===== src/rtl/stream_counter.sv =====
// Programmable count sequencer: emits start, start+step, ... below an exclusive bound
// on a valid/read handshake, in one-shot or wrap mode, with a saturating transfer tally.
module stream_counter #(
  parameter int WIDTH   = 64,
  parameter int TALLY_W = 32
) (
  input  logic               clk,
  input  logic               rst,
  input  logic [WIDTH-1:0]   start_val_in,
  input  logic [WIDTH-1:0]   end_val_in,
  input  logic [WIDTH-1:0]   step_in,
  input  logic               wrap_in,
  input  logic               start_in,
  input  logic               abort_in,
  input  logic               read_in,
  output logic               valid_out,
  output logic [WIDTH-1:0]   count_out,
  output logic               last_out,
  output logic               busy_out,
  output logic               done_out,
  output logic [TALLY_W-1:0] tally_out
);

  typedef enum logic [1:0] {S_IDLE, S_RUN, S_DONE} state_t;

  state_t             r_state;
  state_t             w_state_next;
  logic [WIDTH-1:0]   r_count;
  logic [WIDTH-1:0]   r_start;
  logic [WIDTH-1:0]   r_end;
  logic [WIDTH-1:0]   r_step;
  logic               r_wrap;
  logic [TALLY_W-1:0] r_tally;

  logic [WIDTH-1:0]   w_step_eff;
  logic [WIDTH:0]     w_next;
  logic               w_last;
  logic               w_xfer;
  logic               w_launch;

  // The extra carry bit makes an overflowing step count as "past the bound".
  assign w_step_eff = (r_step == '0) ? WIDTH'(1) : r_step;
  assign w_next     = {1'b0, r_count} + {1'b0, w_step_eff};
  assign w_last     = (r_state == S_RUN) && (w_next >= {1'b0, r_end});
  assign w_xfer     = (r_state == S_RUN) && read_in && !abort_in;
  assign w_launch   = (r_state != S_RUN) && start_in;

  always_ff @(posedge clk or negedge rst) begin
    if (!rst) begin
      r_state <= S_IDLE;
    end else begin
      r_state <= w_state_next;
    end
  end

  always_comb begin
    w_state_next = r_state;
    valid_out    = 1'b0;
    busy_out     = 1'b0;
    done_out     = 1'b0;
    last_out     = w_last;
    count_out    = r_count;
    tally_out    = r_tally;
    case (r_state)
      S_IDLE, S_DONE: begin
        done_out = (r_state == S_DONE);
        if (start_in) begin
          w_state_next = (start_val_in < end_val_in) ? S_RUN : S_DONE;
        end
      end
      S_RUN: begin
        valid_out = 1'b1;
        busy_out  = 1'b1;
        if (abort_in) begin
          w_state_next = S_DONE;
        end else if (w_xfer && w_last && !r_wrap) begin
          w_state_next = S_DONE;
        end
      end
      default: w_state_next = S_IDLE;
    endcase
  end

  always_ff @(posedge clk or negedge rst) begin
    if (!rst) begin
      r_count <= '0;
      r_start <= '0;
      r_end   <= '0;
      r_step  <= '0;
      r_wrap  <= 1'b0;
      r_tally <= '0;
    end else if (w_launch) begin
      r_count <= start_val_in;
      r_start <= start_val_in;
      r_end   <= end_val_in;
      r_step  <= step_in;
      r_wrap  <= wrap_in;
      r_tally <= '0;
    end else if (w_xfer) begin
      if (r_tally != '1) begin
        r_tally <= r_tally + TALLY_W'(1);
      end
      // A one-shot final transfer leaves the counter on the last value emitted.
      if (!w_last) begin
        r_count <= w_next[WIDTH-1:0];
      end else if (r_wrap) begin
        r_count <= r_start;
      end
    end
  end

endmodule


===== config.mk =====
export PLATFORM = sky130hd
export DESIGN_NAME = stream_counter
export DESIGN_NICKNAME = d
export VERILOG_FILES = /design/src/rtl/stream_counter.sv
export SDC_FILE = /design/constraint.sdc
export NUM_CORES = 1
export LEC_CHECK = 0
export BUFFER_PORTS_ARGS = -buffer_cell sky130_fd_sc_hd__buf_2
export CORE_UTILIZATION = 55
export CTS_CLUSTER_DIAMETER = 120
export CTS_CLUSTER_SIZE = 30
export DETAILED_ROUTE_END_ITERATION = 8
export PLACE_DENSITY = 0.89
export SETUP_SLACK_MARGIN = 0.5
export SLEW_MARGIN = 10
export SYNTH_ARGS = -nofsm -noshare
export SYNTH_HDL_FRONTEND = slang
export SYNTH_SLANG_ARGS = --single-unit

===== constraint.sdc =====
create_clock -name clk -period 17.65 [get_ports clk]
set_input_delay 1.765 -clock clk [delete_from_list [all_inputs] [get_ports clk]]
set_output_delay 1.765 -clock clk [all_outputs]
set_load 0.02 [all_outputs]

---- Word-level counts from Yosys, hierarchy flattened ----
Cells that the tools add are included.
storage, ports and cells
  flip-flop bits (word level) ............. 291
  logic and storage cells ................. 49
cells by class
  add/sub/neg operators ................... 2
  magnitude comparators ................... 2
  equal/unequal tests ..................... 7
  muxes and demuxes ....................... 15
  reductions and logical operators ........ 16
operators with widths
  cell                                                             count
  64-bit two-way mux                                               5
  32-bit two-way mux                                               3
  64-bit by 64-bit adder with 65-bit output                        1
  65-bit by 64-bit greater-or-equal comparator with 1-bit output   1
  64-bit zero test                                                 1
  64-bit < comparator                                              1
  32-bit by 1-bit adder with 32-bit output, second input constant  1
  32-bit != test, second input constant                            1
  2-bit two-way mux                                                4
  1-bit logical AND                                                6
  3-bit by 2-bit != test with 1-bit output, second input constant  2
  2-bit AND reduction                                              3
  2-bit case mux with 2 select lines                               1
  2-bit nonzero test                                               2
  2-bit by 1-bit == test with 1-bit output, second input constant  1
  2-bit == test, second input constant                             1
  1-bit zero test                                                  2
  2-bit zero test                                                  1
  1-bit two-way mux                                                2
  2-bit by 1-bit != test with 1-bit output, second input constant  1
  2-bit != test, second input constant                             1
  2-bit OR reduction                                               1

---- Longest topological paths before layout ----
  word-level depth ........................ 10
  depth in mapped cells ................... 29
  mapped depth without buffers ............ 27

---- Worst setup path after synthesis ----
No wires, ideal clock.
  kind .................................... flip-flop to output port
  start point ............................. reg r_step[1]
  end point ............................... out last_out
  data arrival time ....................... 5445 ps
  data required time ...................... 15885 ps
  path slack .............................. 10440 ps
  cell stages (with the launch flop) ...... 28
  path buffers ............................ 2
  path through ............................ dfrtp_1 nor4_1 nand4_1 o41ai_1 ha_1 inv_1 fa_1 nand2b_1 a21oi_1 o211ai_1 a211oi_1 o21bai_1 a21o_1 a21boi_0 o21ai_0 o31a_1 ha_1 a21oi_1 o21ai_0 a211oi_1 nand4_1 a311oi_1 a21oi_1 or2_0 buf_4 o21ai_4 inv_4 buf_4
on the way
  word-level cells in the longest chain between the ends .. 5
ends and longest elaborated chain
  element                                                           line  source
  start, declared                                                   31    logic [WIDTH-1:0] r_step;
  start signal, assigned                                            96    r_step <= step_in;
  64-bit zero test                                                  42    assign w_step_eff = (r_step == '0) ? WIDTH'(1) : r_step;
  64-bit two-way mux *                                              42
  64-bit by 64-bit adder with 65-bit output *                       43    assign w_next = {1'b0, r_count} + {1'b0, w_step_eff};
  65-bit by 64-bit greater-or-equal comparator with 1-bit output *  44    assign w_last = (r_state == S_RUN) && (w_next >= {1'b0, r_end});
  1-bit logical AND *                                               44
  end, declared                                                     18    output logic last_out,
Every way passes the cells marked *; elsewhere a longest branch is shown, timed or not.

---- Final worst setup path ----
  start point ............................. reg r_step[21]
  end point ............................... out last_out
The elaborated chain is that of the path after synthesis.

==> summary.txt <==
Power
  – Net Sw Frac: ~53%
  – Max VDD drop: 122 uV
  – Switch Pwr: between 2000 and 2500 uW
  – Clock network power share: roughly 8%
  – Power Density: 204 nW/um^2
  – Combinational Power Share: 68.2%
  – P_leak: around 0.011 uW
  – Reg power frac: 23.7%
  – Internal power: 2110 uW

Global routing
  – Initial antenna violation count: 3
  – Gr ovfl total: 0
  – GRT Total Usage: 35.6%
  – Maximum number of pins on one net before global-route repair: 171
  – Vias in the first global route: 18300
  – First-pass GRT wire length: 102000 um

Routing
  – 1st-pass router iterations: 9
  – DR vias/cell: around 6.1
  – Final WL: 66200 um
  – Drt initial violations: approximately 1700
  – WL/cell: 21.4 um
  – Total number of vias: ~19000
  – Final ANT Viol Nets: 0
  – # DRC: 0

Timing
  – Worst Setup Slack, final: 8.09 ns
  – Fmax: 105 MHz
  – Setup Skew: 0.0161 ns
  – Final setup TNS: 0 ns
  – Minimum clock period: around 9.6 ns
  – Max-slew violations: 0
  – # setup viols final: 0
  – Worst slew pin tran: 1.25 ns
  – RSZ-0062 raised after global routing: no
  – Final period utilization: 54.2%
  – Fin. Hold Viols: 0
  – Slew HR: between 10% and 20%

Logic synthesis
  – #FFs+latches synth: approximately 290
  – Number of synthesized flops with an enable pin: 0
  – Async SR Flop Fraction: 100%
  – Yosys cell types: 85
  – Register area share after synthesis: 36.6%
  – Cells after Synth: 2466
  – Average size of a mapped cell: slightly above 8 um^2
  – Mapped cell area: 19900 um^2
  – Post-Syn Nets: 2857
  – Main synth FF type: dfrtp_1
  – Synth warn: 0

Clock network
  – CTS tree: yes
  – Root Buffer: clkbuf_16
  – Max Root-Sink Buffers: 3
  – Reg clk slew, reported paths: 0.12 ns
  – Post-CTS sizing: 0
  – # hold bufs at CTS: 0
  – CTS H-tree depth: 1
  – Clk Latency, worst-skew pair: around 0.52 ns
  – CTS sink count: 291
  – CTS Buf Count: 13
  – Post-CTS setup buffer count: 0

Critical path
  – CP Max Fanout: 36
  – Reg2reg setup slack: 9.44 ns
  – CP Class: reg2out
  – Critical path startpoint category: flip-flop
  – Crit. End Element: output pin
  – Critical Path AT: 7.80 ns
  – Critical Path RT: approximately 16 ns

Placed design
  – GPL Wtd Cong: 0.981
  – Post-DP HPWL: 50900 um
  – Port bufs: 297
  – Place WS: 8.80 ns

Floorplan
  – Die Span X: ~190 um
  – Initial core utilization: 56.0%
  – Die footprint: 37000 um^2
  – Core area: between 30000 and 40000 um^2
  – I/O pin count: 298
  – Rows: 69
  – Vert. Die Dim: around 190 um

Layout
  – Synth-to-layout area growth: 9.46%
  – Layout cells sized above 1: a little over an eighth
  – Fill cell count: 3130
  – Storage cell area: ~7300 um^2
  – Multi-input logic area: approximately 11000 um^2
  – # nets final: roughly 3000
  – Core Util, Final: a little over 60%

Job
  – Total of max-cap violations: 0

Worst hold path
  – HP Class: reg2reg

Outcome
  – Status: complete, no violations
## per-layer routing
metal | wire length [um] | vias up | part of all wire (%) | global-route usage (%)
met5 | 27 | - | 0.041 | 0
met4 | 2250 | 4 | 3.4 | 12.1
li1 | - | 8759 | - | -
met3 | 5990 | 126 | 9.1 | 5.82
met1 | 28000 | 9161 | 42 | 49.5
met2 | 29900 | 921 | 45 | 56.4
## worst max-delay path, cell delays in order, from the launching register on
cell and delay, ns:
dfrtp_1 0.43, nor4_1 0.57, nand4_1 0.30, o41ai_1 0.43, ha_1 0.27, inv_1 0.06, fa_1 0.39, nand2b_1 0.18
a21oi_1 0.27, o211ai_1 0.20, a211oi_1 0.34, o21bai_1 0.20, a21o_1 0.28, a21boi_0 0.30, o21ai_0 0.16, o31a_1 0.14
ha_1 0.32, nand4_1 0.14, nor4_1 0.40, and3_1 0.22, a21o_1 0.13, a311oi_1 0.05, a21oi_1 0.26, or2_0 0.42
o21ai_4 0.10, inv_4 0.45, buf_2 0.27
## power by group through the flow
stage / clock network, uW / registers (uW) / logic [uW]
2_1_floorplan: 0 / 1090 / 2040
3_3_place_gp: 0 / 1050 / 2910
3_5_place_dp: 0 / 1060 / 2950
4_1_cts: 361 / 1050 / 2960
5_1_grt: 381 / 1070 / 3310
6_report: 360 / 1050 / 3030
## logic make-up after synthesis
kind of cell | share of synthesized area (%)
muxes | 0.993
DFF | 36.6
buffers and inverters | 6.60
and+or+nand+nor | 20.9
xor gates and xnor gates | 3.61
AOI/OAI and AO/OA | 19.2
adders and majority gates | 12.2
## registers in the layout, summed over array words and instances, names as in the netlist
register and count:
count_out 64, r_end 64, r_start 64, r_step 64
tally_out 32, r_state 2, r_wrap 1
## area by class of cell
type                    instances  area share, %
well taps                     461           2.65
inverters                     174           3.01
diodes                          2         0.0230
clock buffers                  13           1.49
repair buffers                308           7.30
flip-flops and latches        291           33.4
multi-input cells            1837           52.1
clock inverters                 2         0.0631
## placed cells by master (no fill, tap or decap), types with 35 or more instances in the layout
master   count
and3_1      35
o21ai_0    181
nand4_1     43
nor2_1     112
inv_1      172
ha_1       192
nand2_1    574
o21ai_1     36
a21o_1      59
buf_2      296
nand3_1     44
xnor2_1     43
xor2_1      39
a21oi_1    123
dfrtp_1    291
## per-stage QoR
stage	area [um^2]	power [uW]	cells	hold WS [ns]
after floorplan	19900	3130	2466	0.437
after global placement	21500	3960	3071	0.449
after detailed placement	21500	4000	3071	0.462
after CTS	21800	4370	3086	0.489
after global routing	21800	4760	3087	0.502
final	21800	4440	3088	0.486
## final timing paths
kind                                                  end  depth (start not counted)              startpoint
worst max-delay path                             last_out                         26  r_step[21]$_DFFE_PN0P_
worst min-delay path               r_start[6]$_DFFE_PN0P_                          2  r_start[6]$_DFFE_PN0P_
worst max register to register  count_out[49]$_DFFE_PN0P_                         27  r_step[21]$_DFFE_PN0P_
worst min register to register     r_start[6]$_DFFE_PN0P_                          2  r_start[6]$_DFFE_PN0P_
max in group asynchronous            r_end[9]$_DFFE_PN0P_                          2                     rst
min in group asynchronous       count_out[45]$_DFFE_PN0P_                          1                     rst
## synthesized netlist by cell type (4+ instances only)
cell type / n / area share, %
nand2_1: 575 / 11
and2_1: 29 / 0.91
o2111ai_1: 5 / 0.22
and4_1: 10 / 0.44
nor3_1: 26 / 0.65
xnor2_1: 43 / 1.9
and3_1: 36 / 1.1
a211oi_1: 28 / 1.1
clkbuf_1: 141 / 2.7
buf_4: 5 / 0.19
a22o_1: 7 / 0.31
a311oi_1: 4 / 0.18
o21ai_1: 36 / 0.90
nor4_1: 26 / 0.82
mux2i_1: 13 / 0.65
ha_1: 192 / 12
a211o_1: 12 / 0.53
a221oi_1: 18 / 0.79
nor2b_1: 12 / 0.38
nand4_1: 43 / 1.4
o211a_1: 4 / 0.20
mux2_2: 6 / 0.34
buf_1: 8 / 0.15
a41oi_1: 7 / 0.31
or3_1: 5 / 0.16
nand3_1: 45 / 1.1
nor2_1: 112 / 2.1
nand2b_1: 12 / 0.38
o21bai_1: 14 / 0.53
xor2_1: 39 / 1.7
inv_1: 172 / 3.2
o21ai_0: 181 / 4.5
a31oi_1: 15 / 0.47
buf_2: 8 / 0.20
dfrtp_1: 291 / 37
a21oi_1: 123 / 3.1
o211ai_1: 24 / 0.90
o21a_1: 12 / 0.45
a21o_1: 59 / 2.2
(Power assumes the default switching activity.)
